**src/rtl/chamber_timer_pkg.sv**
```systemverilog
// Shared encodings and default timings for the airlock chamber timer.
// The interlock bench imports these so both sides agree on the job durations.
package chamber_timer_pkg;

  typedef enum logic [1:0] {
    JOB_NONE  = 2'b00,
    JOB_WAIT  = 2'b01,
    JOB_DRAIN = 2'b10,
    JOB_FILL  = 2'b11
  } job_e;

  typedef enum logic [1:0] {
    S_IDLE = 2'b00,
    S_RUN  = 2'b01,
    S_DONE = 2'b10
  } state_e;

  localparam int DEF_CLK_DIV   = 50_000_000;
  localparam int DEF_WAIT_MIN  = 5;
  localparam int DEF_DRAIN_MIN = 8;
  localparam int DEF_FILL_MIN  = 7;

  // Finished vector ordered {wait, drain, fill}; at most one bit is ever set.
  function automatic logic [2:0] finished_onehot(input job_e j);
    logic [2:0] f;
    case (j)
      JOB_WAIT:  f = 3'b100;
      JOB_DRAIN: f = 3'b010;
      JOB_FILL:  f = 3'b001;
      default:   f = 3'b000;
    endcase
    return f;
  endfunction

endpackage

```
**src/rtl/chamber_timer_minute_prescaler.sv**
```systemverilog
// Divides clk down to a one-cycle "minute" tick; the count is held at zero
// while clear is high so every job starts on a fresh minute boundary.
module minute_prescaler
  import chamber_timer_pkg::*;
#(
  parameter int CLK_DIV = DEF_CLK_DIV
) (
  input  logic clk,
  input  logic reset,
  input  logic clear,
  input  logic enable,
  output logic tick
);

  localparam int CNT_W = (CLK_DIV > 2) ? $clog2(CLK_DIV) : 1;
  localparam logic [CNT_W-1:0] LAST = CNT_W'(CLK_DIV - 1);

  logic [CNT_W-1:0] count_r;
  logic [CNT_W-1:0] count_next_s;
  logic             tick_r;

  // Next prescaler count: clear wins, otherwise wrap at CLK_DIV-1.
  always_comb begin
    count_next_s = count_r;
    if (clear) begin
      count_next_s = {CNT_W{1'b0}};
    end else if (enable) begin
      if (count_r == LAST) begin
        count_next_s = {CNT_W{1'b0}};
      end else begin
        count_next_s = count_r + CNT_W'(1);
      end
    end else begin
      count_next_s = count_r;
    end
  end

  // Count register; tick is registered so it is high exactly while count == CLK_DIV-1.
  always_ff @(posedge clk) begin
    if (!reset) begin
      count_r <= {CNT_W{1'b0}};
      tick_r  <= 1'b0;
    end else begin
      count_r <= count_next_s;
      tick_r  <= enable && !clear && (count_next_s == LAST);
    end
  end

  assign tick = tick_r;

endmodule

```
**src/rtl/chamber_timer.sv**
```systemverilog
// Single-job chamber timer: accepts one level request at a time, counts whole
// minutes down and holds the matching finished flag until the request drops.
module chamber_timer
  import chamber_timer_pkg::*;
#(
  parameter int CLK_DIV   = DEF_CLK_DIV,
  parameter int WAIT_MIN  = DEF_WAIT_MIN,
  parameter int DRAIN_MIN = DEF_DRAIN_MIN,
  parameter int FILL_MIN  = DEF_FILL_MIN
) (
  input  logic       clk,
  input  logic       reset,
  input  logic       waiting,
  input  logic       draining,
  input  logic       filling,
  output logic       waitFinished,
  output logic       drainFinished,
  output logic       fillFinished,
  output logic [1:0] job,
  output logic [3:0] minutesLeft
);

  state_e     state_r;
  job_e       job_r;
  logic [3:0] min_r;
  logic [2:0] fin_r;

  job_e       sel_job_s;
  logic       hold_req_s;
  logic       tick_s;
  logic       pre_clear_s;
  logic       pre_en_s;

  function automatic logic [3:0] job_minutes(input job_e j);
    logic [3:0] m;
    case (j)
      JOB_WAIT:  m = 4'(WAIT_MIN);
      JOB_DRAIN: m = 4'(DRAIN_MIN);
      JOB_FILL:  m = 4'(FILL_MIN);
      default:   m = 4'd0;
    endcase
    return m;
  endfunction

  // Fixed-priority pick among simultaneous requests: wait > drain > fill.
  always_comb begin
    sel_job_s = JOB_NONE;
    if (waiting) begin
      sel_job_s = JOB_WAIT;
    end else if (draining) begin
      sel_job_s = JOB_DRAIN;
    end else if (filling) begin
      sel_job_s = JOB_FILL;
    end else begin
      sel_job_s = JOB_NONE;
    end
  end

  // Level of the request belonging to the latched job; others are ignored.
  always_comb begin
    hold_req_s = 1'b0;
    case (job_r)
      JOB_WAIT:  hold_req_s = waiting;
      JOB_DRAIN: hold_req_s = draining;
      JOB_FILL:  hold_req_s = filling;
      default:   hold_req_s = 1'b0;
    endcase
  end

  // The prescaler only runs in RUN, so entering RUN always starts from count 0.
  assign pre_clear_s = (state_r != S_RUN);
  assign pre_en_s    = (state_r == S_RUN);

  minute_prescaler #(
    .CLK_DIV(CLK_DIV)
  ) u_prescaler (
    .clk   (clk),
    .reset (reset),
    .clear (pre_clear_s),
    .enable(pre_en_s),
    .tick  (tick_s)
  );

  // Job FSM with registered job, minutes and finished outputs.
  always_ff @(posedge clk) begin
    if (!reset) begin
      state_r <= S_IDLE;
      job_r   <= JOB_NONE;
      min_r   <= 4'd0;
      fin_r   <= 3'b000;
    end else begin
      case (state_r)
        S_IDLE: begin
          if (sel_job_s != JOB_NONE) begin
            state_r <= S_RUN;
            job_r   <= sel_job_s;
            min_r   <= job_minutes(sel_job_s);
            fin_r   <= 3'b000;
          end else begin
            state_r <= S_IDLE;
            job_r   <= JOB_NONE;
            min_r   <= 4'd0;
            fin_r   <= 3'b000;
          end
        end
        S_RUN: begin
          if (!hold_req_s) begin
            state_r <= S_IDLE;
            job_r   <= JOB_NONE;
            min_r   <= 4'd0;
            fin_r   <= 3'b000;
          end else if (tick_s) begin
            // The last minute expiring lands in DONE on the same edge; never wraps below 0.
            if (min_r <= 4'd1) begin
              state_r <= S_DONE;
              min_r   <= 4'd0;
              fin_r   <= finished_onehot(job_r);
            end else begin
              state_r <= S_RUN;
              min_r   <= min_r - 4'd1;
              fin_r   <= 3'b000;
            end
          end else begin
            state_r <= S_RUN;
            min_r   <= min_r;
            fin_r   <= 3'b000;
          end
        end
        S_DONE: begin
          if (!hold_req_s) begin
            state_r <= S_IDLE;
            job_r   <= JOB_NONE;
            min_r   <= 4'd0;
            fin_r   <= 3'b000;
          end else begin
            state_r <= S_DONE;
            min_r   <= 4'd0;
            fin_r   <= finished_onehot(job_r);
          end
        end
        default: begin
          state_r <= S_IDLE;
          job_r   <= JOB_NONE;
          min_r   <= 4'd0;
          fin_r   <= 3'b000;
        end
      endcase
    end
  end

  assign waitFinished  = fin_r[2];
  assign drainFinished = fin_r[1];
  assign fillFinished  = fin_r[0];
  assign job           = job_r;
  assign minutesLeft   = min_r;

endmodule

```
**config.mk**
```make
export PLATFORM = sky130hd
export DESIGN_NAME = chamber_timer
export DESIGN_NICKNAME = d
export VERILOG_FILES = /design/src/rtl/chamber_timer_pkg.sv /design/src/rtl/chamber_timer_minute_prescaler.sv /design/src/rtl/chamber_timer.sv
export SDC_FILE = /design/constraint.sdc
export NUM_CORES = 1
export LEC_CHECK = 0
export ABC_AREA = 1
export BUFFER_PORTS_ARGS = -buffer_cell sky130_fd_sc_hd__buf_4
export CAP_MARGIN = 20
export CELL_PAD_IN_SITES_DETAIL_PLACEMENT = 1
export CELL_PAD_IN_SITES_GLOBAL_PLACEMENT = 1
export CORE_AREA = 2 2 75 77
export DETAILED_ROUTE_END_ITERATION = 8
export DIE_AREA = 0 0 77 79
export HOLD_SLACK_MARGIN = 0.1
export PLACE_DENSITY = 0.83
export SYNTH_ARGS = -nofsm -noshare
export SYNTH_HDL_FRONTEND = slang
export SYNTH_SLANG_ARGS = --single-unit
export TNS_END_PERCENT = 20
```
**constraint.sdc**
```tcl
create_clock -name clk -period 2.01 [get_ports clk]
set_clock_uncertainty 0.1 [all_clocks]
set_input_delay 0.1005 -clock clk [delete_from_list [all_inputs] [get_ports clk]]
set_output_delay 0.1005 -clock clk [all_outputs]
set_load 0.05 [all_outputs]
```
==> flow_summary.toml <==
[status]
status = "complete, no violations"

[setup_path]
timing.rr.start = "u_prescaler.count_r[13]"
criticalPathCategory = "register to register"
r2r_cells = 10
reg2reg_slack_ns = 0.09
crit_path_start_kind = "register"
path_max_fanout = 4
crit_path_end_kind = "register"
critical_path_required_ns = 2.15
crit_chain = "nand2_1 > nor2_1 > nand3_1 > nor2_2 > nand2_1 > nand2_1 > nand3_1 > nor2_1 > nand3_1 > nor2_1"
worstPathArrival_ns = 2.06
slowest_stage = "dfxtp_1"
critical_path.max_stage_delay_ns = 0.42
r2r_end = "u_prescaler.tick"

[flow_run]
drv_cap = 0

[grt]
met3_usage_pct = 3.30
antenna_found_initial = 0
gr-total-overflow = 0
grtUsageTotal_pct = 21.5
grt_pass1_wl_mm = 10.4
grt_pass1_vias = 2309
grt_use_met1_pct = 24.5
top_usage_layer = "met2"
grt_start_max_net_pins = 13
grtUsageMet2_pct = 40.8

[route]
routed-via-count = 2168
drc = 0
drtPass1Iterations = 4
wl_per_cell_um = 14.1
wirelength_mm = 6.11
initialDrtViolationCount = 107
ant_nets = 0
drt-vias-per-instance = 5.00

[worst_hold_path]
hold_depth = 5
min_path_type = "input port to register"
worst_hold_startpoint = "draining"
whs_endpoint = "job[1]"

[timing]
fin_crit_sh_pct = 95.8
fin_crit_ns = 1.92
slew_viol_final = 0
finalHoldViolations = 0
tns_ns = 0
worstMarginPinSlew_ns = 0.418
fmax_mhz = 520
setup_violations = 0
hold_slack_ns = 0.118
slew_headroom_pct = 72.1

[yosys]
synth_edf_count = 0
synth_area_um2 = 2190
yosys.area.top_type_share_pct = 34.7
synth_cells = 338
ys_seq_area_share_pct = 34.7
async_flop_share_pct = 0
ys_top_cells_by_area = "dfxtp_1 (35%), nand2_1 (14%), nor2_1 (11%), inv_1 (7.2%), nand3_1 (6.2%)"
avgSynthCellArea_um2 = 6.48
yosys.area.top_type = "dfxtp_1"
ys_warn_count = 0
yosysUniqueCellTypes = 29
synth_fp_nets = 350
synth_flop_cell = "dfxtp_1"
ys_ff_latch = 38

[power_and_ir_drop]
sw_frac_of_total_pct = 27.8
p_switching_uw = 409
p_int_uw = 1060
combPwrFrac_pct = 12.0
ir_drop_mv = 0.284
p_per_area_nw_per_um2 = 581
post-layout-total-power_uw = 1470
p_leak_uw = 0.000952
pwr-share-seq_pct = 53.2
power_frac_clock_pct = 34.8

[cts]
insertion_delay_ns = 0.29
cts_sinks = 38
clk_pin_slew_ns = 0.08
cts_buffer_depth = 2
cts_tree = "built"
clockRootBuffer = "clkbuf_8"
post-cts-setup-buffers = 0
htreeDepth = 2
cts_buffers = 5

[die]
die_w_um = 77
dieArea_um2 = 6080
coreArea_um2 = 5340
rows = 27
ios = 14
die_h_um = 79
initial_core_util_pct = 41.0

[finish]
fill_cells = 750
final_util_pct = 47.5
nets = 374
antennaDiodeCount = 0
syn2layout_area_growth_pct = 15.7
drive_gt1_share_pct = 14.9

[place]
portBuffers = 13
gp_congestion = 0.843
dpl.hpwl_mm = 4.81
[metal layers]
layer,share of wire (%),up-vias
met1,43,1013
met2,52,35
met3,2.9,10
li1,-,1110
met4,1.8,0
met5,0,-
[critical path: cells and delay by family (launching register included)]
family	cells	cell delay, ns
flops	1	0.42
simple gates	10	1.34
[state kept, by name, summed over array words and instances (netlist names)]
name                 flops
minutesLeft              4
u_prescaler.tick         1
fin_r                    3
u_prescaler.count_r     26
job                      2
state_r                  2
[cells in the mapped netlist, types with 3 or more instances]
master   instances
nand2_1         79
nor2_1          64
inv_1           42
dfxtp_1         38
nand3_1         27
nor3_1          12
a21oi_1         11
o21ai_0         10
nand2_2          8
ha_1             7
nor2_2           6
xor2_1           5
nor2_4           4
nand4_1          3
xnor2_1          3
[cells in the final DEF (no fill, tap or decap)]
cell type / instances
nor2_2: 7
buf_12: 1
nor2_4: 5
xor2_2: 1
nand3b_1: 1
nor4_1: 2
o22ai_1: 2
or2_2: 1
clkinv_2: 2
nand3_1: 27
xnor2_2: 1
xnor2_1: 3
buf_4: 17
clkbuf_8: 5
nor2_1: 62
ha_2: 1
nand4_1: 3
dfxtp_1: 37
xor2_1: 4
nand3_2: 1
a21oi_1: 11
inv_2: 2
clkinv_1: 1
nand2_2: 8
ha_1: 6
nor3b_1: 1
nor3_1: 12
nor3_2: 1
dlygate4sd3_1: 2
dfxtp_2: 1
o21ai_1: 3
o21bai_1: 1
o21ai_0: 9
nand2_1: 79
inv_1: 42
[stage by stage]
stage          setup WS, ns  instance area, um^2  instances
6_report             0.0851                 2530        434
5_1_grt             -0.0492                 2530        434
4_1_cts              0.0781                 2510        434
3_5_place_dp          0.100                 2410        425
3_3_place_gp          0.145                 2410        425
2_1_floorplan        0.0972                 2190        338
[logic make-up after synthesis]
family | after synthesis | share of synthesized area, %
xor gates and xnor gates | 9 | 3.94
AOI/OAI and AO/OA | 26 | 6.17
adders and majority gates | 7 | 4.00
and+or+nand+nor | 210 | 42.8
DFF | 38 | 34.7
buffers and inverters | 48 | 8.34
[power groups by stage]
stage	Sequential (uW)	Combinational [uW]	Clock, uW
after floorplan	827	81.1	0
after global placement	799	168	0
after detailed placement	800	173	0
after CTS	782	177	523
after global routing	785	196	562
final	783	176	513
[timing repair]
item                                   CTS  global route
hold buffers                             2             0
setup endpoints to repair                0             2
resized for setup                        0             7
endpoints found under the hold margin    5             0
[area by class of cell]
class	instances	area, um^2	share of cell area (%)
Multi-Input combinational cell	252	1270	50.0
Clock inverter	2	10.0	0.395
Tap cell	72	90.1	3.56
Sequential cell	38	762	30.1
Timing Repair Buffer	20	168	6.62
Inverter	45	169	6.67
Clock buffer	5	68.8	2.72
[worst max path at each step]
| stage | start | endpoint | slack [ns] | depth (start not counted) |
|---|---|---|---|---|
| detailed placement | u_prescaler.count_r[0] | u_prescaler.tick | 0.10 | 11 |
| global placement | u_prescaler.count_r[0] | u_prescaler.tick | 0.14 | 11 |
| global route | u_prescaler.count_r[11] | u_prescaler.tick | -0.05 | 10 |
| floorplan | job[0] | minutesLeft[0] | 0.1 | 7 |
| CTS | u_prescaler.count_r[0] | u_prescaler.tick | 0.08 | 11 |
| finish | u_prescaler.count_r[13] | u_prescaler.tick | 0.09 | 10 |
Power figures use the tool's default switching activity.
